`src/rtl/instr_fetch_unit.sv`:
```
// Fetch stage of the 16-bit stack CPU: owns the fetch PC, keeps at most one
// instruction-memory read in flight and buffers returned words in a prefetch FIFO.
module instr_fetch_unit #(
    parameter int unsigned       ADDR_W   = 16,
    parameter int unsigned       DEPTH    = 4,
    parameter int unsigned       PC_INC   = 1,
    parameter logic [ADDR_W-1:0] RESET_PC = '0
) (
    input  logic                    clock,
    input  logic                    reset,
    output logic                    imem_req,
    output logic [ADDR_W-1:0]       imem_addr,
    input  logic                    imem_ack,
    input  logic [15:0]             imem_data,
    output logic [15:0]             ir,
    output logic [ADDR_W-1:0]       ir_pc,
    output logic                    ir_valid,
    input  logic                    ir_take,
    input  logic                    redirect,
    input  logic [ADDR_W-1:0]       redirect_pc,
    output logic [$clog2(DEPTH):0]  fifo_count
);

    localparam int unsigned        PTR_W    = $clog2(DEPTH);
    localparam int unsigned        CNT_W    = PTR_W + 1;
    localparam logic [ADDR_W-1:0]  PC_STEP  = ADDR_W'(PC_INC);
    localparam logic [CNT_W-1:0]   FULL_CNT = CNT_W'(DEPTH);

    typedef enum logic [1:0] {
        ST_IDLE,
        ST_WAIT,
        ST_DRAIN
    } state_e;

    typedef struct packed {
        logic [15:0]       instr;
        logic [ADDR_W-1:0] pc;
    } entry_t;

    // Fetch FSM state and its registered memory-side outputs
    state_e              state_q;
    logic                req_q;
    logic [ADDR_W-1:0]   addr_q;
    logic [ADDR_W-1:0]   fetch_pc_q;

    // Prefetch FIFO
    entry_t              fifo_mem_q [DEPTH];
    logic [PTR_W-1:0]    rd_ptr_q, rd_ptr_d;
    logic [PTR_W-1:0]    wr_ptr_q, wr_ptr_d;
    logic [CNT_W-1:0]    count_q, count_d;

    logic                push_en;
    logic                pop_en;
    logic                issue_ok;
    logic [CNT_W-1:0]    count_after_pop;
    entry_t              push_entry;

    // A redirect overrides both the push of acked data and a consumer pop.
    // NOTE: every combinational output gets a default first so no latch is inferred.
    always_comb begin
        push_en         = 1'b0;
        pop_en          = 1'b0;
        issue_ok        = 1'b0;
        count_after_pop = count_q;
        push_entry      = '{instr: imem_data, pc: addr_q};
        rd_ptr_d        = rd_ptr_q;
        wr_ptr_d        = wr_ptr_q;
        count_d         = count_q;

        push_en         = (state_q == ST_WAIT) && imem_ack && !redirect;
        pop_en          = ir_take && (count_q != '0) && !redirect;
        count_after_pop = count_q - CNT_W'(pop_en);
        issue_ok        = (count_after_pop < FULL_CNT) && !redirect;

        if (redirect) begin
            rd_ptr_d = '0;
            wr_ptr_d = '0;
            count_d  = '0;
        end else begin
            rd_ptr_d = rd_ptr_q + PTR_W'(pop_en);
            wr_ptr_d = wr_ptr_q + PTR_W'(push_en);
            count_d  = count_after_pop + CNT_W'(push_en);
        end
    end

    // NOTE: sequential state uses non-blocking assignments so every register
    // samples pre-edge values regardless of block evaluation order.
    always_ff @(posedge clock) begin
        if (reset) begin
            state_q    <= ST_IDLE;
            req_q      <= 1'b0;
            addr_q     <= RESET_PC;
            fetch_pc_q <= RESET_PC;
        end else begin
            if (redirect) begin
                fetch_pc_q <= redirect_pc;
            end
            case (state_q)
                ST_IDLE: begin
                    if (issue_ok) begin
                        state_q <= ST_WAIT;
                        req_q   <= 1'b1;
                        addr_q  <= fetch_pc_q;
                    end
                end
                ST_WAIT: begin
                    if (imem_ack) begin
                        state_q <= ST_IDLE;
                        req_q   <= 1'b0;
                        if (!redirect) begin
                            fetch_pc_q <= fetch_pc_q + PC_STEP;
                        end
                    end else if (redirect) begin
                        // Read stays on the bus; its data will be thrown away
                        state_q <= ST_DRAIN;
                    end
                end
                ST_DRAIN: begin
                    if (imem_ack) begin
                        state_q <= ST_IDLE;
                        req_q   <= 1'b0;
                    end
                end
                default: begin
                    state_q <= ST_IDLE;
                    req_q   <= 1'b0;
                end
            endcase
        end
    end

    always_ff @(posedge clock) begin
        if (reset) begin
            rd_ptr_q <= '0;
            wr_ptr_q <= '0;
            count_q  <= '0;
        end else begin
            rd_ptr_q <= rd_ptr_d;
            wr_ptr_q <= wr_ptr_d;
            count_q  <= count_d;
        end
    end

    // NOTE: the storage is reset because ir/ir_pc read it directly and must
    // never show X, even while the FIFO is empty.
    always_ff @(posedge clock) begin
        if (reset) begin
            for (int i = 0; i < int'(DEPTH); i++) begin
                fifo_mem_q[i] <= '0;
            end
        end else if (push_en) begin
            fifo_mem_q[wr_ptr_q] <= push_entry;
        end
    end

    assign imem_req   = req_q;
    assign imem_addr  = addr_q;
    assign ir         = fifo_mem_q[rd_ptr_q].instr;
    assign ir_pc      = fifo_mem_q[rd_ptr_q].pc;
    assign ir_valid   = (count_q != '0);
    assign fifo_count = count_q;

endmodule

```
`config.mk`:
```
export PLATFORM = sky130hd
export DESIGN_NAME = instr_fetch_unit
export DESIGN_NICKNAME = d
export VERILOG_FILES = /design/src/rtl/instr_fetch_unit.sv
export SDC_FILE = /design/constraint.sdc
export NUM_CORES = 1
export LEC_CHECK = 0
export ABC_AREA = 0
export CORE_MARGIN = 2
export CORE_UTILIZATION = 50
export CTS_BUF_LIST = sky130_fd_sc_hd__clkbuf_2 sky130_fd_sc_hd__clkbuf_4 sky130_fd_sc_hd__clkbuf_8
export DETAILED_ROUTE_END_ITERATION = 6
export HOLD_SLACK_MARGIN = 0.05
export PLACE_DENSITY = 0.76
export SYNTH_ARGS = -nofsm -noshare
export SYNTH_HDL_FRONTEND = slang
export SYNTH_SLANG_ARGS = --single-unit
```
`constraint.sdc`:
```
create_clock -name clock -period 2.7 [get_ports clock]
set_input_delay 0.405 -clock clock [delete_from_list [all_inputs] [get_ports clock]]
set_output_delay 0.405 -clock clock [all_outputs]
set_load 0.1 [all_outputs]
```
==> metrics.cfg <==
[outcome]
status=completed

[layout]
area_delta_synth_final_pct=24.8
regArea_um2=4700
fill_cells=1040
num_antenna_cells=0
final_cells=825
multiInputGateArea_um2=2660
drive_above_1_share=0.239
final_nets=675

[synth]
synth_top_cells_by_area=edfxtp_1, dfxtp_1, and2_1
syn-num-nets=584
synth_simple_gate_area_frac=0.172
yosys.area.top_type=edfxtp_1
ys_async_sr_fraction=0
synth-xor-area-share=0.0163
synth_edf_count=128
synth_top_family_by_area=simple AND/OR/NAND/NOR gates
syn_avg_cell_area_um2=14.0
ys.flop_type=edfxtp_1
ys_seq_area_frac=0.622
synthCells=537
netlist_area_um2=7540
synthDistinctLibCells=49
synth_warnings=0
synthMuxAreaShare=0.117
synth_compound_area_frac=0.0281
synthAdderAreaFrac=0.0166
synth_top_area_frac=0.510
synth-seq-cells=170

[placed_design]
dp_cells=793
portBuffers=89
dp_hpwl_mm=9.74
post-place-ws_ns=0.218
gp_congestion=0.802

[drt]
totalWireLength_mm=15.4
route.detailed.drc=0
ant_nets=0
post_drt_wl_per_cell_um=18.6
dr.first_iter.drc_count=272
dr.pass1.iters=5
via_count=4566
avgViaCountPerCell=5.53

[timing]
hold_violations=0
finalWorstSetupSlack_ns=0.250
slew_viol_final=0
worst_slew_pin_slew_ns=0.472
finalCritPeriodShare=0.907
final.min_clock_period_ns=2.45
max_slew_margin=0.686
grt_setup_unrepaired=no
finClkSkew_ns=0.0109
hold_ws_ns=0.484
final.setup.tns_ns=0
fmax_mhz=408
finalSetupViolCount=0

[floorplan]
floorplan.rows=44
fp.dieH_um=127
core-area_um2=14600
die_area_um2=16100
start_util=0.515
die_x_um=127
io_pins=90

[grt]
grt.overflow.total=0
grt_pass1_wl_mm=24.4
antenna_found_initial=0
first_global_vias=4695
grt_max_degree=37
grtUsageTotal=0.199

[critical_path]
max_stage_delay_ns=0.59
path_delay_family=flip-flops
cp.required_ns=2.30
worstPathArrival_ns=2.05
cp_cell_sequence=buf_12 > mux4_2 > buf_12
cpMaxStageDelayCell=dfxtp_2
path_class=register to output pin
worstPathMaxFanout=12
end_kind=output pin
cp.buffers_inverters=2
start_kind=register
cp_common_cell=buf_12

[clock_tree]
clk_path_buf_depth=2
cts_resized=0
cts_sinks=170
insertion_delay_ns=0.46
cts_tree=done
ctsHoldBuffers=0
root_buffer=clkbuf_8
cts_setup_buffers=0
cts_buffers=17
clk_pin_slew_ns=0.09
cts.htree.levels=4

[pwr]
power_density_nw_per_um2=577
p_total_mw=5.42
leakage_nw=3.52
ir_drop_v=0.000333

[job]
max_cap_viol_count=0

[hold_path]
hp-class=primary input to register

==> sequential cells by signal, summed over array words and instances (netlist names) <==
register / cells
imem_req: 1
fifo_mem_q: 128
imem_addr: 16
rd_ptr_q: 2
wr_ptr_q: 2
fetch_pc_q: 16
fifo_count: 3
state_q: 2
==> final timing paths <==
kind	from	slack, ns	cells past startpoint	end
setup / recovery	rd_ptr_q[0]$_SDFF_PP0_	0.25	3	ir_pc[15]
hold / removal	redirect_pc[0]	0.48	3	fetch_pc_q[0]$_SDFF_PP0_
setup reg to reg	fifo_count[2]$_SDFF_PP0_	0.41	9	imem_addr[5]$_SDFFE_PP0P_
hold reg to reg	rd_ptr_q[1]$_SDFF_PP0_	0.53	2	rd_ptr_q[1]$_SDFF_PP0_
==> placed cells by master (no fill, tap or decap), drive strengths merged, types with 2 or more instances in the layout <==
cell,Yosys,layout
nor2b,3,3
a21oi,3,3
clkdlybuf4s50,0,36
edfxtp,128,128
and3,3,3
inv,12,12
nor3,9,9
and2,133,133
clkinvlp,0,3
ha,10,10
dfxtp,42,42
a311oi,2,2
mux4,32,32
clkbuf,21,25
or2,3,3
or3,2,2
nor3b,2,2
xor2,3,3
clkinv,0,3
nor2,33,33
o221a,2,2
a211oi,7,7
nand2,12,12
nand2b,2,2
buf,13,70
mux2i,16,16
xnor2,11,11
nand3,6,6
a31oi,2,2
nor4,6,6
nand4,5,5
a2111oi,2,2
==> cell families (layout without fill, tap and decap cells) <==
group,Yosys count,count (layout)
buf+inv,46,150
xor+xnor,14,14
compound gates,27,27
fa+ha+maj,10,10
mux,48,48
simple gates,222,222
flops,170,170
==> stage by stage <==
stage / util / area, um2
floorplan: - / 7570
global placement: 0.616 / 9020
detailed placement: 0.616 / 9020
CTS: 0.642 / 9410
global route: 0.642 / 9410
finish: 0.642 / 9410
==> final cells by class <==
cell class / count / share of cell area
clock buffers: 25 / 0.0339
clock inverters: 7 / 0.00718
inverters: 12 / 0.00479
multi-input cells: 321 / 0.283
flip-flops and latches: 170 / 0.499
well taps: 184 / 0.0245
repair buffers: 106 / 0.147
==> worst reg2reg max path, delay by kind of cell (launching register included) <==
family | cells | cell delay [ns]
xor gates and xnor gates | 1 | 0.16
adders and majority gates | 2 | 0.35
buffers and inverters | 1 | 0.20
DFF | 1 | 0.36
muxes | 1 | 0.21
and+or+nand+nor | 4 | 0.88
==> cell usage after synthesis (6+ instances only) <==
library cell / number
a211oi_1: 7
and2_1: 133
buf_2: 8
clkbuf_1: 20
dfxtp_1: 42
edfxtp_1: 128
ha_1: 10
inv_1: 12
mux2i_1: 16
mux4_2: 32
nand2_1: 11
nand3_1: 6
nor2_1: 33
nor3_1: 9
nor4_1: 6
xnor2_1: 11
==> per-layer routing <==
layer / vias up / track usage / share of wire / wire length, um
met2: 154 / 0.348 / 0.51 / 7820
met1: 2265 / 0.251 / 0.42 / 6500
li1: 2132 / - / - / -
met5: - / 0 / 0 / 0
met4: 0 / 0.0556 / 0.011 / 164
met3: 15 / 0.0468 / 0.057 / 874
==> where the power goes <==
part | switching, mW | leakage, nW | internal [mW]
Clock | 0.865 | 0.196 | 0.863
Combinational | 0.463 | 1.65 | 0.263
Sequential | 0.0679 | 1.67 | 2.90
Total | 1.40 | 3.52 | 4.03
Note: power is estimated with default switching activity, not from simulation.
